<file path="config.mk">
export PLATFORM = sky130hd
export DESIGN_NAME = codix_mem_arbiter
export DESIGN_NICKNAME = d
export VERILOG_FILES = /design/src/rtl/codix_mem_arb_pkg.sv /design/src/rtl/codix_mem_arb_rr.sv /design/src/rtl/codix_mem_arbiter.sv
export SDC_FILE = /design/constraint.sdc
export NUM_CORES = 1
export LEC_CHECK = 0
export ABC_AREA = 1
export CAP_MARGIN = 0
export CORE_ASPECT_RATIO = 1.2
export CORE_MARGIN = 8
export CORE_UTILIZATION = 46
export CTS_BUF_LIST = sky130_fd_sc_hd__clkbuf_8
export DETAILED_ROUTE_END_ITERATION = 7
export PLACE_DENSITY = 0.95
export SLEW_MARGIN = 0
export SYNTH_ARGS = -nofsm -noshare
export SYNTH_HDL_FRONTEND = slang
export SYNTH_HIERARCHICAL = 1
export SYNTH_SLANG_ARGS = --single-unit
</file>
<file path="constraint.sdc">
create_clock -name CLK -period 10.85 [get_ports CLK]
set_input_delay 1.6275 -clock CLK [delete_from_list [all_inputs] [get_ports CLK]]
set_output_delay 1.6275 -clock CLK [all_outputs]
set_load 0.005 [all_outputs]
</file>
<file path="src/rtl/codix_mem_arb_pkg.sv">
// Shared types and constants for the instruction/data memory arbiter.
//   cmd_e   : requester / memory command encoding
//   resp_e  : response encoding returned to the requesters
//   state_e : arbiter transaction state
//   port_e  : requester identity (grant / ownership)
package codix_mem_arb_pkg;

  localparam int TIMEOUT_CYCLES_DEFAULT = 255;

  typedef enum logic [2:0] {
    CMD_IDLE  = 3'b000,
    CMD_READ  = 3'b001,
    CMD_WRITE = 3'b010
  } cmd_e;

  typedef enum logic [2:0] {
    RESP_WAIT = 3'b000,
    RESP_ACK  = 3'b001,
    RESP_DATA = 3'b010,
    RESP_ERR  = 3'b100
  } resp_e;

  typedef enum logic [1:0] {
    ST_IDLE,
    ST_ACCESS,
    ST_RDATA,
    ST_DONE
  } state_e;

  typedef enum logic {
    PORT_I = 1'b0,
    PORT_D = 1'b1
  } port_e;

  // Timeout counter width: wide enough to reach the limit, never below 8 bits.
  function automatic int cnt_width(input int cycles);
    return ($clog2(cycles + 1) > 8) ? $clog2(cycles + 1) : 8;
  endfunction

endpackage

</file>
<file path="src/rtl/codix_mem_arb_rr.sv">
// Two-way round-robin selector (purely combinational).
//   req_i, req_d : active requests from the instruction / data ports
//   last_grant   : port that won the previous arbitration
//   gnt_valid    : at least one request is active
//   gnt          : winning port (on a tie, the one not granted last)
module codix_mem_arb_rr
  import codix_mem_arb_pkg::*;
(
  input  logic  req_i,
  input  logic  req_d,
  input  port_e last_grant,
  output logic  gnt_valid,
  output port_e gnt
);

  // NOTE: every combinationally driven signal gets a default first so no
  // path through the block leaves it unassigned (which would infer a latch).
  always_comb begin
    gnt_valid = req_i | req_d;
    gnt       = PORT_I;
    if (req_i && req_d) begin
      gnt = (last_grant == PORT_I) ? PORT_D : PORT_I;
    end else if (req_d) begin
      gnt = PORT_D;
    end
  end

endmodule

</file>
<file path="src/rtl/codix_mem_arbiter.sv">
// Arbitrates an instruction-fetch port (read only) and a data port onto one
// memory port, one transaction outstanding at a time.
//   CLK, RST                       : clock, asynchronous active-high reset
//   i_cmd/i_addr/i_size            : instruction request (WRITE treated as IDLE)
//   i_resp/i_rdata                 : instruction response and read data
//   d_cmd/d_addr/d_size/d_wdata    : data request
//   d_resp/d_rdata                 : data response and read data
//   m_cmd/m_addr/m_size/m_wdata    : registered memory request
//   m_resp/m_rvalid/m_rdata        : memory ACK, read strobe and read data
//   busy                           : a transaction is in flight
//   timeout_err                    : one-cycle pulse when a transaction times out
module codix_mem_arbiter
  import codix_mem_arb_pkg::*;
#(
  parameter int TIMEOUT_CYCLES = TIMEOUT_CYCLES_DEFAULT
) (
  input  logic        CLK,
  input  logic        RST,
  input  logic [2:0]  i_cmd,
  input  logic [31:0] i_addr,
  input  logic [1:0]  i_size,
  output logic [2:0]  i_resp,
  output logic [31:0] i_rdata,
  input  logic [2:0]  d_cmd,
  input  logic [31:0] d_addr,
  input  logic [1:0]  d_size,
  input  logic [31:0] d_wdata,
  output logic [2:0]  d_resp,
  output logic [31:0] d_rdata,
  output logic [2:0]  m_cmd,
  output logic [31:0] m_addr,
  output logic [1:0]  m_size,
  output logic [31:0] m_wdata,
  input  logic [2:0]  m_resp,
  input  logic        m_rvalid,
  input  logic [31:0] m_rdata,
  output logic        busy,
  output logic        timeout_err
);

  localparam int            CW      = cnt_width(TIMEOUT_CYCLES);
  localparam logic [CW-1:0] CNT_LIM = CW'(TIMEOUT_CYCLES);

  state_e        state_q, state_d;
  port_e         last_grant_q, owner_q, gnt;
  resp_e         done_resp_q;
  logic          gnt_valid, req_i, req_d, ack, timeout;
  logic [CW-1:0] cnt_q, cnt_nxt;

  assign req_i = (i_cmd == CMD_READ);
  assign req_d = (d_cmd == CMD_READ) || (d_cmd == CMD_WRITE);
  assign ack   = (m_resp == RESP_ACK);

  // cnt_nxt is the number of cycles spent in the current wait state including
  // this one, so the limit is hit after exactly TIMEOUT_CYCLES waiting cycles.
  assign cnt_nxt = cnt_q + 1'b1;
  assign timeout = (cnt_nxt == CNT_LIM);

  codix_mem_arb_rr u_rr (
    .req_i      (req_i),
    .req_d      (req_d),
    .last_grant (last_grant_q),
    .gnt_valid  (gnt_valid),
    .gnt        (gnt)
  );

  // State register.
  // NOTE: sequential state uses non-blocking assignments so every register
  // samples pre-edge values regardless of statement order.
  always_ff @(posedge CLK or posedge RST) begin
    if (RST) state_q <= ST_IDLE;
    else     state_q <= state_d;
  end

  // Next-state logic. ACK / read data take priority over a same-cycle timeout.
  always_comb begin
    state_d = state_q;
    case (state_q)
      ST_IDLE:   if (gnt_valid) state_d = ST_ACCESS;
      ST_ACCESS: begin
        if (ack)          state_d = (m_cmd == CMD_WRITE) ? ST_DONE : ST_RDATA;
        else if (timeout) state_d = ST_DONE;
      end
      ST_RDATA:  if (m_rvalid || timeout) state_d = ST_DONE;
      ST_DONE:   state_d = ST_IDLE;
      default:   state_d = ST_IDLE;
    endcase
  end

  // Transaction datapath: memory request, ownership, timeout counter,
  // pending response and captured read data.
  always_ff @(posedge CLK or posedge RST) begin
    if (RST) begin
      last_grant_q <= PORT_I;
      owner_q      <= PORT_I;
      done_resp_q  <= RESP_WAIT;
      cnt_q        <= '0;
      m_cmd        <= CMD_IDLE;
      m_addr       <= '0;
      m_size       <= '0;
      m_wdata      <= '0;
      i_rdata      <= '0;
      d_rdata      <= '0;
    end else begin
      case (state_q)
        ST_IDLE: begin
          if (gnt_valid) begin
            owner_q      <= gnt;
            last_grant_q <= gnt;
            cnt_q        <= '0;
            m_cmd        <= (gnt == PORT_D) ? d_cmd   : CMD_READ;
            m_addr       <= (gnt == PORT_D) ? d_addr  : i_addr;
            m_size       <= (gnt == PORT_D) ? d_size  : i_size;
            m_wdata      <= (gnt == PORT_D) ? d_wdata : '0;
          end
        end
        ST_ACCESS: begin
          cnt_q <= cnt_nxt;
          if (ack) begin
            // Reads drop the request and restart the counter for RDATA.
            m_cmd       <= CMD_IDLE;
            cnt_q       <= '0;
            done_resp_q <= RESP_ACK;
          end else if (timeout) begin
            m_cmd       <= CMD_IDLE;
            done_resp_q <= RESP_ERR;
          end
        end
        ST_RDATA: begin
          cnt_q <= cnt_nxt;
          if (m_rvalid) begin
            if (owner_q == PORT_I) i_rdata <= m_rdata;
            else                   d_rdata <= m_rdata;
            done_resp_q <= RESP_DATA;
          end else if (timeout) begin
            done_resp_q <= RESP_ERR;
          end
        end
        default: ;
      endcase
    end
  end

  // Outputs: responses are only ever non-WAIT in DONE, and only to the owner.
  always_comb begin
    busy        = (state_q != ST_IDLE);
    i_resp      = RESP_WAIT;
    d_resp      = RESP_WAIT;
    timeout_err = 1'b0;
    if (state_q == ST_DONE) begin
      if (owner_q == PORT_I) i_resp = done_resp_q;
      else                   d_resp = done_resp_q;
      timeout_err = (done_resp_q == RESP_ERR);
    end
  end

endmodule

</file>
### After elaboration in Yosys (flattened, before gate mapping)

Index checks and enable logic that the tools add are counted.
Widths: inputs -> output; s select.

* $add $sub $neg: 1
* equal/unequal tests: 13
* multiplexer cells: 29
* bitwise operators: 2
* reductions and logical operators: 14

Operators with widths (number)
* $mux 32: 2
* $mux 3: 11
* $pmux 8 s3: 1
* $mux 8: 2
* $pmux 3 s2: 2
* $reduce_and 3->1: 4
* $mux 2: 5
* $eq 3x1->1 const B: 3
* $add 8x1->8 const B: 1
* $eq 8x8->1 const B: 1
* $pmux 2 s4: 1
* $eq 3x2->1 const B: 2
* $reduce_bool 2->1: 3
* $mux 1: 5
* $eq 2x2->1 const B: 2
* $ne 2x2->1 const B: 2
* $reduce_and 2->1: 2
* $eq 3x3->1 const B: 1
* $ne 3x3->1 const B: 1
* $reduce_bool 3->1: 1
* $eq 2x1->1 const B: 1
* $logic_not 2->1: 1
* $logic_or 1x1->1: 2
* $logic_and 1x1->1: 1
* other kinds (2): 2

* bits in registers: 147
* bits of input ports: 144

### Longest topological paths before layout

Gate-level depths: netlist of the first run.

* depth after elaboration: 7
* gate-level depth with buffers: 12
* gate-level depth less buffers: 12

### By module

Netlist of the first run, hierarchy kept.

By module, submodules not included
* codix_mem_arbiter: instances 1, cells an instance 723, area an instance 6241.0 um^2, seq. area each 3678.5 um^2
* codix_mem_arb_rr: instances 1, cells an instance 3, area an instance 15.0 um^2, seq. area each 0.0 um^2

### Worst setup path after synthesis of the first run

No wires, ideal clock.

* path kind: input to register
* from: in d_cmd[2]
* to: reg m_addr[0]
* library setup time: 77 ps
* data arrival time: 2860 ps
* data required time: 10773 ps
* setup slack: 7913 ps
* stages: 10
* buffers on the path: 3
* cells stage by stage: inv_1 o21ai_0 a21oi_1 inv_1 a21oi_1 clkbuf_1 buf_2 buf_1 nand2_1 a21oi_1

* word-level cells in the longest chain between the ends: 5
* elaborated cells between the ends (all ways): 9
* those cells by class: 2 x eq/ne; 3 x mux; 1 x bitwise; 3 x reduce/logical

RTL lines
* start: declaration: line codix_mem_arbiter.sv:24 `input logic [2:0] d_cmd,`
* $eq 3x1->1 or $eq 3x2->1 (tied branches): line codix_mem_arbiter.sv:51 `assign req_d = (d_cmd == CMD_READ) || (d_cmd == CMD_WRITE);`
* $logic_or 1x1->1 *: line codix_mem_arbiter.sv:51
* net req_d: line codix_mem_arbiter.sv:47 `logic gnt_valid, req_i, req_d, ack, timeout;`
* $mux 1 or $logic_and 1x1->1 (tied branches): line codix_mem_arb_rr.sv:23, codix_mem_arb_rr.sv:21
* $mux 1 *: line codix_mem_arb_rr.sv:21 `if (req_i && req_d) begin`
* net gnt: line codix_mem_arbiter.sv:45 `port_e last_grant_q, owner_q, gnt;`
* $mux 32 *: line codix_mem_arbiter.sv:112 `m_addr <= (gnt == PORT_D) ? d_addr : i_addr;`
* end signal: assignment: line codix_mem_arbiter.sv:112
* end: declaration: line codix_mem_arbiter.sv:31 `output logic [31:0] m_addr,`

The timed path passes the listed nets; every way through them passes the cells marked *.
A chain may end at the register's enable or synchronous reset.

### Worst setup path in the final report of the first run

* from: in d_cmd[1]
* to: reg m_addr[31]

* elaborated cells between the ends (all ways): 9
* those cells by class: 2 x eq/ne; 3 x mux; 1 x bitwise; 3 x reduce/logical

RTL lines
* $eq 3x1->1 or $eq 3x2->1 (tied branches): line codix_mem_arbiter.sv:51
* $logic_or 1x1->1 *: line codix_mem_arbiter.sv:51
* net req_d: line codix_mem_arbiter.sv:47
* $or 1x1->1 *: line codix_mem_arb_rr.sv:19 `gnt_valid = req_i | req_d;`
* net gnt_valid: line codix_mem_arbiter.sv:47
* $reduce_and 2->1 (no line) *

Marks and branches as above.

==> qor.csv, run 1 <==
stage;metric;value;unit
run_status;status;finished clean;
timing;unrepaired setup endpoints after global routing;false;
worst_setup_path;R2R Path Start;state_q[0];
final_layout;n_diodes;0;
timing;highest clock rate;274.9;MHz
drt;M1 WL;7470;µm
timing;Tcrit/Tclk final;0.3353;
die;core area;13240;µm²
final_layout;commonest cells after routing, fill and taps aside;clkdlybuf4s50_1 (284), nand2_1 (198), dfrtp_1 (147);
yosys;Distinct cells, synth;30;
yosys;Synth Area in Adders;0.01600;
die;initial core utilization;0.4726;
timing;Final Hold Vio Count;0;
clock_tree;# H-tree levels;4;
power_and_ir_drop;sequential share of power;0.389;
timing;hold_ws;0.4847;ns
power_and_ir_drop;P_leak;4.257;nW
drt;Vias/cell;5.097;
final_layout;final net count;1146;
yosys;register area share after synthesis;0.5880;
clock_tree;cts hold-fix bufs;0;
clock_tree;TritonCTS clock tree;yes;
yosys;mapped cell area;6256;µm²
final_layout;fillcell total;912;
worst_setup_path;Setup crit start;d_cmd[1];
global_route;gr ovfl total;0;
drt;Routed WL per cell;17.38;µm
worst_setup_path;CP max FO;34;
worst_setup_path;cells along the critical path;clkdlybuf4s50_1, o21ai_0, a21oi_1, or2_1, nand2_2, clkinv_1, nor2_1, a21oi_1;
timing;Max Clock Skew;0.01715;ns
yosys;main combinational cell family by area after synthesis;simple AND/OR/NAND/NOR gates;
clock_tree;Post-CTS Setup Bufs;0;
worst_setup_path;most used cell, CP;a21oi_1;
timing;min Tclk post-route;3.638;ns
clock_tree;Clock Path Buffers;2;
power_and_ir_drop;Pint;1.594;mW
drt;Starting DRT DRC Count;456;
worst_setup_path;kind of start point of the critical path;primary input;
clock_tree;Resize count post-CTS;0;
final_layout;Synth-to-Final Area Change;53.68;%
power_and_ir_drop;Sw Ratio;0.3384;
clock_tree;CTS Buf Count;17;
worst_setup_path;r2r worst-path depth;4;
timing;Setup-failing EPs final;0;
worst_setup_path;Max stage delay on crit path;0.73;ns
worst_setup_path;CP max stage cell;clkinv_1;
final_layout;fin util;0.7263;
die;I/O Pins;285;
placement;port bufs;284;
worst_setup_path;CP required;11.16;ns
drt;antenna viol nets, final;0;
global_route;All-Layer GR Usage;0.2302;
drt;met3 wire len;2335;µm
placement;routability congestion estimate;0.8458;
yosys;Syn. warnings;6;
final_layout;most common cell after layout, fill and taps aside;clkdlybuf4s50_1;
worst_setup_path;R2R Setup Slk;8.32;ns
power_and_ir_drop;Pwr per Cell Area;250.6;nW/µm²
yosys;Synth Area in Compound Gates;0.1536;
die;height of the die;143.8;µm
worst_setup_path;Critical Path AT;3.94;ns
global_route;vias in the first global route;6230;
timing;max_slew headroom;0.2884;
yosys;post-synthesis mux area share;0.001600;
power_and_ir_drop;combinational power share;0.429;
power_and_ir_drop;total power;2.409;mW
global_route;first-pass GRT wire length;31760;µm
die;Cell Rows;46;
yosys;XOR/XNOR share of the synthesized area;0;
power_and_ir_drop;Peak supply drop;0.0001480;V
flow_run;max cap viols;0;
die;die width;122.5;µm
timing;Slew Limit Fails;0;
global_route;initial antenna violation count;0;
final_layout;layout cells sized above 1;0.04667;
worst_setup_path;r2r endpoint;i_rdata[12];
clock_tree;Clock Pin Slew Worst Setup and Hold Paths;0.08;ns
die;die footprint;17600;µm²
drt;Via Count;5989;
yosys;syn_area_per_cell;8.617;µm²
hold_path;Worst Hold Class;flip-flop to flip-flop;
power_and_ir_drop;Clock Power Share;0.181;
drt;final WL;20420;µm
worst_setup_path;Critical Path End;m_addr[31];
timing;Final TNS setup;0;ns
yosys;post-synthesis cell count;726;
worst_setup_path;Setup CP Type;primary input to flip-flop;
clock_tree;Root Buffer;clkbuf_8;
yosys;syn nets;878;
global_route;largest net degree at the start of global routing;101;
drt;met2 wire len;10300;µm
drt;DR top layer;met4;
drt;DRT Pass-1 Iters;6;
drt;# DRC;0;
clock_tree;TritonCTS Sinks;147;
clock_tree;Clock Latency Late Sink;0.43;ns
power_and_ir_drop;Net Sw Power;815.2;µW
timing;worst-margin pin slew;1.066;ns
yosys;post-synthesis register bit count;147;
yosys;simple-gate share of the synthesized area;0.1776;
worst_setup_path;Crit. End Element;flip-flop;
placement;detailed-placement wirelength estimate;15350;µm
-- critical path: cells and delay by family --
kind	cells	cell delay (ns)
buffers and inverters	2	1.20
AND/OR/NAND/NOR	3	0.75
AO/OA/AOI/OAI	3	0.35
-- flip-flops by register name, summed over array words and instances, names as in the netlist --
signal,cells
m_cmd,3
state_q,2
owner_q,1
d_rdata,32
m_size,2
i_rdata,32
m_wdata,32
done_resp_q,3
cnt_q,8
m_addr,32
-- through the flow --
stage	std cells	worst slack (ns)	instance area, µm²
2_1_floorplan	726	5.271	6256
3_3_place_gp	1143	7.003	9213
3_5_place_dp	1143	6.822	9213
4_1_cts	1175	7.228	9614
5_1_grt	1175	7.098	9614
6_report	1175	7.212	9614
-- layout make-up --
cell class,instances,area (µm²),share of cell area
multi-input combinational,475,2206,0.2294
sequential,147,3679,0.3826
clock buffer,17,234.0,0.02434
tap,168,210.2,0.02186
timing repair buffer,287,2865,0.2980
inverter,66,252.7,0.02629
clock inverter,15,167.7,0.01744
-- how the worst min path moves through the flow --
stage             endpoint  cells after the start        start  slack, ns
5_1_grt        m_wdata[13]                      2  m_wdata[13]       0.51
4_1_cts         i_rdata[4]                      2   i_rdata[4]       0.49
6_report        i_rdata[4]                      2   i_rdata[4]       0.48
3_5_place_dp    i_rdata[2]                      2   i_rdata[2]       0.47
2_1_floorplan   d_rdata[0]                      2   d_rdata[0]       0.48
3_3_place_gp    m_wdata[5]                      2   m_wdata[5]       0.47
-- synth_stat cells --
master | instances | area [µm²]
a211oi_1 | 1 | 7.510
a21oi_1 | 72 | 360.4
a21oi_2 | 1 | 8.760
a22oi_1 | 1 | 7.510
a31oi_1 | 1 | 6.260
buf_1 | 6 | 22.52
buf_2 | 4 | 20.02
clkbuf_1 | 28 | 105.1
clkinv_1 | 1 | 3.750
dfrtp_1 | 147 | 3679
ha_1 | 8 | 100.1
inv_1 | 64 | 240.2
inv_2 | 1 | 3.750
mux2i_1 | 1 | 10.01
nand2_1 | 199 | 747.0
nand2_2 | 3 | 18.77
nand3_1 | 9 | 45.04
nand3_2 | 2 | 20.02
nand3b_1 | 1 | 7.510
nand4_1 | 5 | 31.28
nor2_1 | 52 | 195.2
nor2_2 | 2 | 12.51
nor3_1 | 4 | 20.02
nor3b_1 | 1 | 7.510
o211ai_1 | 1 | 7.510
o21ai_0 | 96 | 480.5
o21ai_1 | 6 | 30.03
o21ai_2 | 1 | 8.760
o22ai_1 | 7 | 43.79
or2_1 | 1 | 6.260
-- kinds of logic after synthesis --
family,count (synthesis)
simple gates,279
fa+ha+maj,8
buf+inv,104
mux,1
flops,147
compound gates,187
-- power by group through the flow --
stage / logic, mW / registers [mW] / clock network, mW
after CTS: 1.05 / 0.936 / 0.444
after global placement: 1.01 / 0.929 / 0
after detailed placement: 1.04 / 0.942 / 0
after floorplan: 0.364 / 0.943 / 0
final: 1.03 / 0.938 / 0.437
after global routing: 1.14 / 0.966 / 0.470
-- layer usage --
metal	global-route usage	up-vias
li1	-	2863
met1	0.2557	2815
met2	0.3928	286
met3	0.09619	25
met4	0.06877	0
met5	0	-
Note: power is estimated with default switching activity, not from simulation.
==> run 2: changes to the inputs <==
--- a/config.mk
+++ b/config.mk
@@ -9,10 +9,10 @@
 export CAP_MARGIN = 0
 export CORE_ASPECT_RATIO = 1.2
 export CORE_MARGIN = 8
-export CORE_UTILIZATION = 46
+export CORE_UTILIZATION = 39
 export CTS_BUF_LIST = sky130_fd_sc_hd__clkbuf_8
 export DETAILED_ROUTE_END_ITERATION = 7
-export PLACE_DENSITY = 0.95
+export PLACE_DENSITY = 0.88
 export SLEW_MARGIN = 0
 export SYNTH_ARGS = -nofsm -noshare
 export SYNTH_HDL_FRONTEND = slang
==> constraint.sdc (replaced) <==
create_clock -name CLK -period 3.1 [get_ports CLK]
set_input_delay 0.465 -clock CLK [delete_from_list [all_inputs] [get_ports CLK]]
set_output_delay 0.465 -clock CLK [all_outputs]
set_load 0.005 [all_outputs]
==> run 2 against run 1 <==
Die area rose by 16%. Wire length fell by 1.9%. Utilization fell by 10 points. Sequential share of layout area fell by 0.49 points. Clock power rose to 3.2 times the previous value. Final area rose by 1.3%. Count of clock-buffer cells in the layout did not move. Highest routed layer unchanged. Worst hold slack improved by 0.0031 ns.
==> qor.csv, run 2 (synthesis results as in run 1) <==
stage;metric;value;unit
worst_setup_path;CP required;3.41;ns
global_route;GRT met1 Usage;0.2157;
worst_setup_path;Setup crit start;state_q[0];
power_and_ir_drop;P_leak;4.298;nW
clock_tree;cts hold-fix bufs;0;
die;height of the die;154.7;µm
worst_setup_path;R2R Path Start;state_q[0];
global_route;vias in the first global route;6308;
clock_tree;# H-tree levels;4;
final_layout;commonest cells after routing, fill and taps aside;clkdlybuf4s50_1 (284), nand2_1 (198), dfrtp_1 (147);
worst_setup_path;cells along the critical path;inv_1, ha_1, nand3_2, o21ai_0;
drt;# DRC;0;
global_route;GR peak layer;met2;
global_route;M2 GR Usage;0.3263;
clock_tree;TritonCTS Sinks;147;
clock_tree;Clock Path Buffers;2;
timing;Final TNS setup;0;ns
final_layout;final net count;1155;
die;I/O Pins;285;
power_and_ir_drop;total power;8.296;mW
worst_setup_path;Crit. End Element;flip-flop;
worst_setup_path;Worst path top cell family by delay;simple AND/OR/NAND/NOR gates;
final_layout;Synth-to-Final Area Change;55.68;%
power_and_ir_drop;combinational power share;0.439;
drt;final WL;20030;µm
die;die footprint;20370;µm²
timing;Setup-failing EPs final;0;
clock_tree;CTS Buf Count;17;
clock_tree;Resize count post-CTS;0;
timing;highest clock rate;393.0;MHz
die;die width;131.6;µm
worst_setup_path;Setup CP Type;flip-flop to flip-flop;
final_layout;most common cell after layout, fill and taps aside;clkdlybuf4s50_1;
worst_setup_path;Buf/Inv on CP;1;
drt;antenna viol nets, final;0;
die;Cell Rows;50;
clock_tree;Clock Latency Late Sink;0.44;ns
power_and_ir_drop;Pint;5.392;mW
timing;worst-margin pin slew;1.111;ns
global_route;All-Layer GR Usage;0.1978;
placement;port bufs;284;
flow_run;max cap viols;0;
drt;Starting DRT DRC Count;295;
drt;Routed WL per cell;16.37;µm
placement;routability congestion estimate;0.8428;
die;core area;15640;µm²
final_layout;n_diodes;0;
worst_setup_path;Critical Path AT;2.86;ns
timing;Slew Limit Fails;0;
drt;Via Count;5936;
final_layout;layout cells sized above 1;0.05807;
power_and_ir_drop;sequential share of power;0.393;
timing;Tcrit/Tclk final;0.8209;
placement;detailed-placement wirelength estimate;15270;µm
clock_tree;Post-CTS Setup Bufs;0;
drt;Vias/cell;4.850;
global_route;met3 Track Usage GR;0.09268;
global_route;largest net degree at the start of global routing;101;
clock_tree;Clock Pin Slew Worst Setup and Hold Paths;0.09;ns
worst_setup_path;Max stage delay on crit path;0.90;ns
worst_setup_path;kind of start point of the critical path;flip-flop;
power_and_ir_drop;Clock Power Share;0.168;
power_and_ir_drop;Sw Ratio;0.3500;
timing;min Tclk post-route;2.545;ns
worst_setup_path;CP max stage cell;nand3_2;
die;initial core utilization;0.4000;
clock_tree;TritonCTS clock tree;yes;
timing;Final Hold Vio Count;0;
timing;unrepaired setup endpoints after global routing;false;
final_layout;fillcell total;1295;
drt;DRT Pass-1 Iters;5;
global_route;first-pass GRT wire length;32510;µm
global_route;gr ovfl total;0;
power_and_ir_drop;Net Sw Power;2.904;mW
timing;max_slew headroom;0.2583;
timing;Max Clock Skew;0.009222;ns
hold_path;Worst Hold Class;primary input to asynchronous set/reset pin;
clock_tree;Root Buffer;clkbuf_8;
worst_setup_path;CP max FO;64;
global_route;initial antenna violation count;0;
run_status;status;finished clean;
power_and_ir_drop;Peak supply drop;0.0004399;V
power_and_ir_drop;Pwr per Cell Area;851.8;nW/µm²
==> run 2: worst paths after layout <==
check                                    to  cells after the start  slack, ns
worst max-delay path            i_rdata[19]                      4       0.56
worst min-delay path             m_addr[21]                      2       0.49
worst max register to register  i_rdata[19]                      4       0.56
worst min register to register   d_rdata[0]                      2       0.49
max in group asynchronous          cnt_q[4]                      3       1.99
min in group CLK                 d_rdata[0]                      2       0.49
==> run 2: through the flow <==
stage               setup WS, ns  hold slack [ns]    util  instance area (µm²)  instances
finish                    0.5552           0.4879  0.6227                 9739       1224
global placement          0.5058           0.4650  0.5997                 9379       1192
floorplan                 0.7880           0.4763       -                 6260        726
detailed placement        0.4347           0.4716  0.5997                 9379       1192
global route              0.2651           0.5147  0.6227                 9739       1224
CTS                       0.5470           0.4833  0.6227                 9739       1224
==> run 2: power by group through the flow <==
stage | sequential [mW] | combinational [mW] | clock, mW
floorplan | 3.30 | 1.27 | 0
global placement | 3.25 | 3.58 | 0
detailed placement | 3.29 | 3.69 | 0
CTS | 3.27 | 3.70 | 1.43
global route | 3.39 | 4.03 | 1.51
finish | 3.26 | 3.64 | 1.39
==> run 2: layout make-up <==
cell class / instances / area, µm² / share of cell area
multi-input combinational: 475 / 2206 / 0.2265
inverter: 66 / 251.5 / 0.02582
tap: 208 / 260.3 / 0.02672
clock buffer: 17 / 234.0 / 0.02402
timing repair buffer: 296 / 2983 / 0.3063
clock inverter: 15 / 126.4 / 0.01298
sequential: 147 / 3679 / 0.3777
==> run 2: metal layers <==
metal | wire length (µm) | share of wire | vias to the layer above
met4 | 546 | 0.027 | 0
li1 | - | - | 2883
met5 | 0 | 0 | -
met1 | 7484 | 0.37 | 2780
met3 | 2092 | 0.10 | 37
met2 | 9908 | 0.49 | 236
==> run 3: changes to the inputs <==
--- a/config.mk
+++ b/config.mk
@@ -9,10 +9,10 @@
 export CAP_MARGIN = 0
 export CORE_ASPECT_RATIO = 1.2
 export CORE_MARGIN = 8
-export CORE_UTILIZATION = 39
+export CORE_UTILIZATION = 43
 export CTS_BUF_LIST = sky130_fd_sc_hd__clkbuf_8
 export DETAILED_ROUTE_END_ITERATION = 7
-export PLACE_DENSITY = 0.88
+export PLACE_DENSITY = 0.92
 export SLEW_MARGIN = 0
 export SYNTH_ARGS = -nofsm -noshare
 export SYNTH_HDL_FRONTEND = slang
==> constraint.sdc (replaced) <==
create_clock -name CLK -period 2.52 [get_ports CLK]
set_input_delay 0.378 -clock CLK [delete_from_list [all_inputs] [get_ports CLK]]
set_output_delay 0.378 -clock CLK [all_outputs]
set_load 0.005 [all_outputs]
==> run 3 against run 2 <==
Sequential power grew 24%. Clock skew grew 0.0048 ns. Final cell count shrank 2.4%. First-iteration DRC count grew 31%. Worst hold slack lost 0.15 ns. Count of clock-buffer cells in the layout grew 1. Final area grew 1.2%. Utilization grew 6.7 points. Via count grew 2.7%. Total power grew 27%. Clock power grew 38%. Global-route usage grew 2.6 points. Critical endpoint is now busy. Highest routed layer unchanged.
==> qor.csv, run 3 (synthesis results as in run 1) <==
stage;metric;value;unit
run_status;status;finished clean;
worst_setup_path;most used cell, CP;inv_1;
clock_tree;Clock Pin Slew Worst Setup and Hold Paths;0.09;ns
drt;Via Count;6099;
die;height of the die;148.1;µm
final_layout;area of the multi-input gates;2206;µm²
timing;Final TNS setup;0;ns
timing;Tcrit/Tclk final;0.9200;
timing;Setup-failing EPs final;0;
final_layout;fillcell total;1056;
worst_setup_path;Max stage delay on crit path;0.55;ns
clock_tree;Post-CTS Setup Bufs;0;
die;I/O Pins;285;
drt;# DRC;0;
drt;Routed WL per cell;17.43;µm
clock_tree;Clock Path Buffers;2;
timing;highest clock rate;431.3;MHz
clock_tree;TritonCTS clock tree;yes;
power_and_ir_drop;Pwr per Cell Area;1073;nW/µm²
placement;port bufs;284;
drt;final WL;20820;µm
worst_setup_path;CP max FO;6;
die;core area;14290;µm²
worst_setup_path;CP max stage cell;clkdlybuf4s50_1;
global_route;initial antenna violation count;0;
worst_setup_path;Crit. End Element;primary output;
final_layout;commonest cells after routing, fill and taps aside;clkdlybuf4s50_1 (284), nand2_1 (198), dfrtp_1 (147);
die;die width;126.1;µm
timing;setup slack after layout;0.2017;ns
power_and_ir_drop;Clock Power Share;0.182;
power_and_ir_drop;Sw Ratio;0.3447;
global_route;gr ovfl total;0;
final_layout;most common cell after layout, fill and taps aside;clkdlybuf4s50_1;
global_route;largest net degree at the start of global routing;88;
placement;Place WS;0.3017;ns
final_layout;final net count;1159;
worst_setup_path;kind of start point of the critical path;flip-flop;
die;initial core utilization;0.4377;
worst_setup_path;Setup CP Type;flip-flop to primary output;
global_route;All-Layer GR Usage;0.2243;
global_route;first-pass GRT wire length;33250;µm
worst_setup_path;critical path depth;4;
hold_path;Worst Hold Class;primary input to asynchronous set/reset pin;
power_and_ir_drop;sequential share of power;0.383;
final_layout;n_diodes;0;
drt;DRT Pass-1 Iters;6;
placement;routability congestion estimate;0.8433;
global_route;vias in the first global route;6429;
clock_tree;Clock Latency Late Sink;0.43;ns
worst_setup_path;Critical Path AT;1.94;ns
die;Cell Rows;48;
worst_setup_path;CP required;2.14;ns
worst_setup_path;r2r worst-path depth;5;
power_and_ir_drop;Peak supply drop;0.0006369;V
timing;max_slew headroom;0.6310;
timing;Max Clock Skew;0.01403;ns
power_and_ir_drop;P_leak;4.368;nW
drt;Starting DRT DRC Count;385;
final_layout;register area;3679;µm²
timing;Final Hold Vio Count;0;
power_and_ir_drop;combinational power share;0.436;
power_and_ir_drop;Net Sw Power;3.645;mW
final_layout;Synth-to-Final Area Change;57.56;%
clock_tree;Resize count post-CTS;0;
die;die footprint;18680;µm²
worst_setup_path;Buf/Inv on CP;3;
power_and_ir_drop;Pint;6.929;mW
timing;min Tclk post-route;2.318;ns
flow_run;max cap viols;0;
worst_setup_path;cells along the critical path;inv_1, ha_1, inv_1, clkdlybuf4s50_1;
final_layout;layout cells sized above 1;0.06176;
placement;detailed-placement wirelength estimate;16170;µm
clock_tree;Root Buffer;clkbuf_8;
timing;unrepaired setup endpoints after global routing;false;
drt;Vias/cell;5.104;
clock_tree;# H-tree levels;4;
clock_tree;cts hold-fix bufs;0;
timing;Slew Limit Fails;0;
drt;antenna viol nets, final;0;
clock_tree;CTS Buf Count;17;
worst_setup_path;Worst path top cell family by delay;buffers and inverters;
timing;worst-margin pin slew;0.5523;ns
clock_tree;TritonCTS Sinks;147;
## run 3: changes by cell type in the layout (fill, tap and decap cells not counted), sizes merged
cell / previous run / this run
inv: 71 / 73
clkbuf: 17 / 18
clkinv: 8 / 2
bufinv: 0 / 2
buf: 12 / 16
clkinvlp: 2 / 3
## run 3: area by class of cell
type / instances / area share
inverter: 66 / 0.02551
multi-input combinational: 475 / 0.2238
tap: 175 / 0.02221
sequential: 147 / 0.3732
clock inverter: 14 / 0.01688
timing repair buffer: 300 / 0.3133
clock buffer: 18 / 0.02513
## run 3: worst paths after layout
path,from,endpoint,slack [ns]
worst max-delay path,state_q[0],busy,0.20
worst max register to register,state_q[0],i_rdata[5],0.67
min in group CLK,i_rdata[9],i_rdata[9],0.49
worst min register to register,i_rdata[9],i_rdata[9],0.49
max in group asynchronous,RST,d_rdata[2],1.57
worst min-delay path,RST,m_addr[5],0.34
## run 3: power groups by stage
stage | clock network (mW) | registers [mW] | logic [mW]
after floorplan | 0 | 4.06 | 1.57
after global placement | 0 | 4.00 | 4.46
after detailed placement | 0 | 4.07 | 4.65
after CTS | 1.97 | 4.04 | 4.67
after global routing | 2.09 | 4.16 | 5.05
final | 1.92 | 4.05 | 4.61
## run 3: metrics by stage
stage               cells    util  hold WS, ns  area, µm²  power (mW)
floorplan             726       -       0.4763       6260       5.625
global placement     1163  0.6606       0.4643       9443       8.469
detailed placement   1163  0.6606       0.4736       9443       8.721
CTS                  1195  0.6896       0.3211       9857       10.68
global route         1195  0.6896       0.3254       9857       11.30
finish               1195  0.6896       0.3423       9857       10.57
## run 3: layer usage
| metal | up-vias | track usage | routed length, µm |
|---|---|---|---|
| met5 | - | 0 | 0 |
| met4 | 0 | 0.1133 | 847 |
| met3 | 48 | 0.07701 | 1739 |
| met2 | 303 | 0.3774 | 10380 |
| met1 | 2858 | 0.2486 | 7858 |
| li1 | 2890 | - | - |
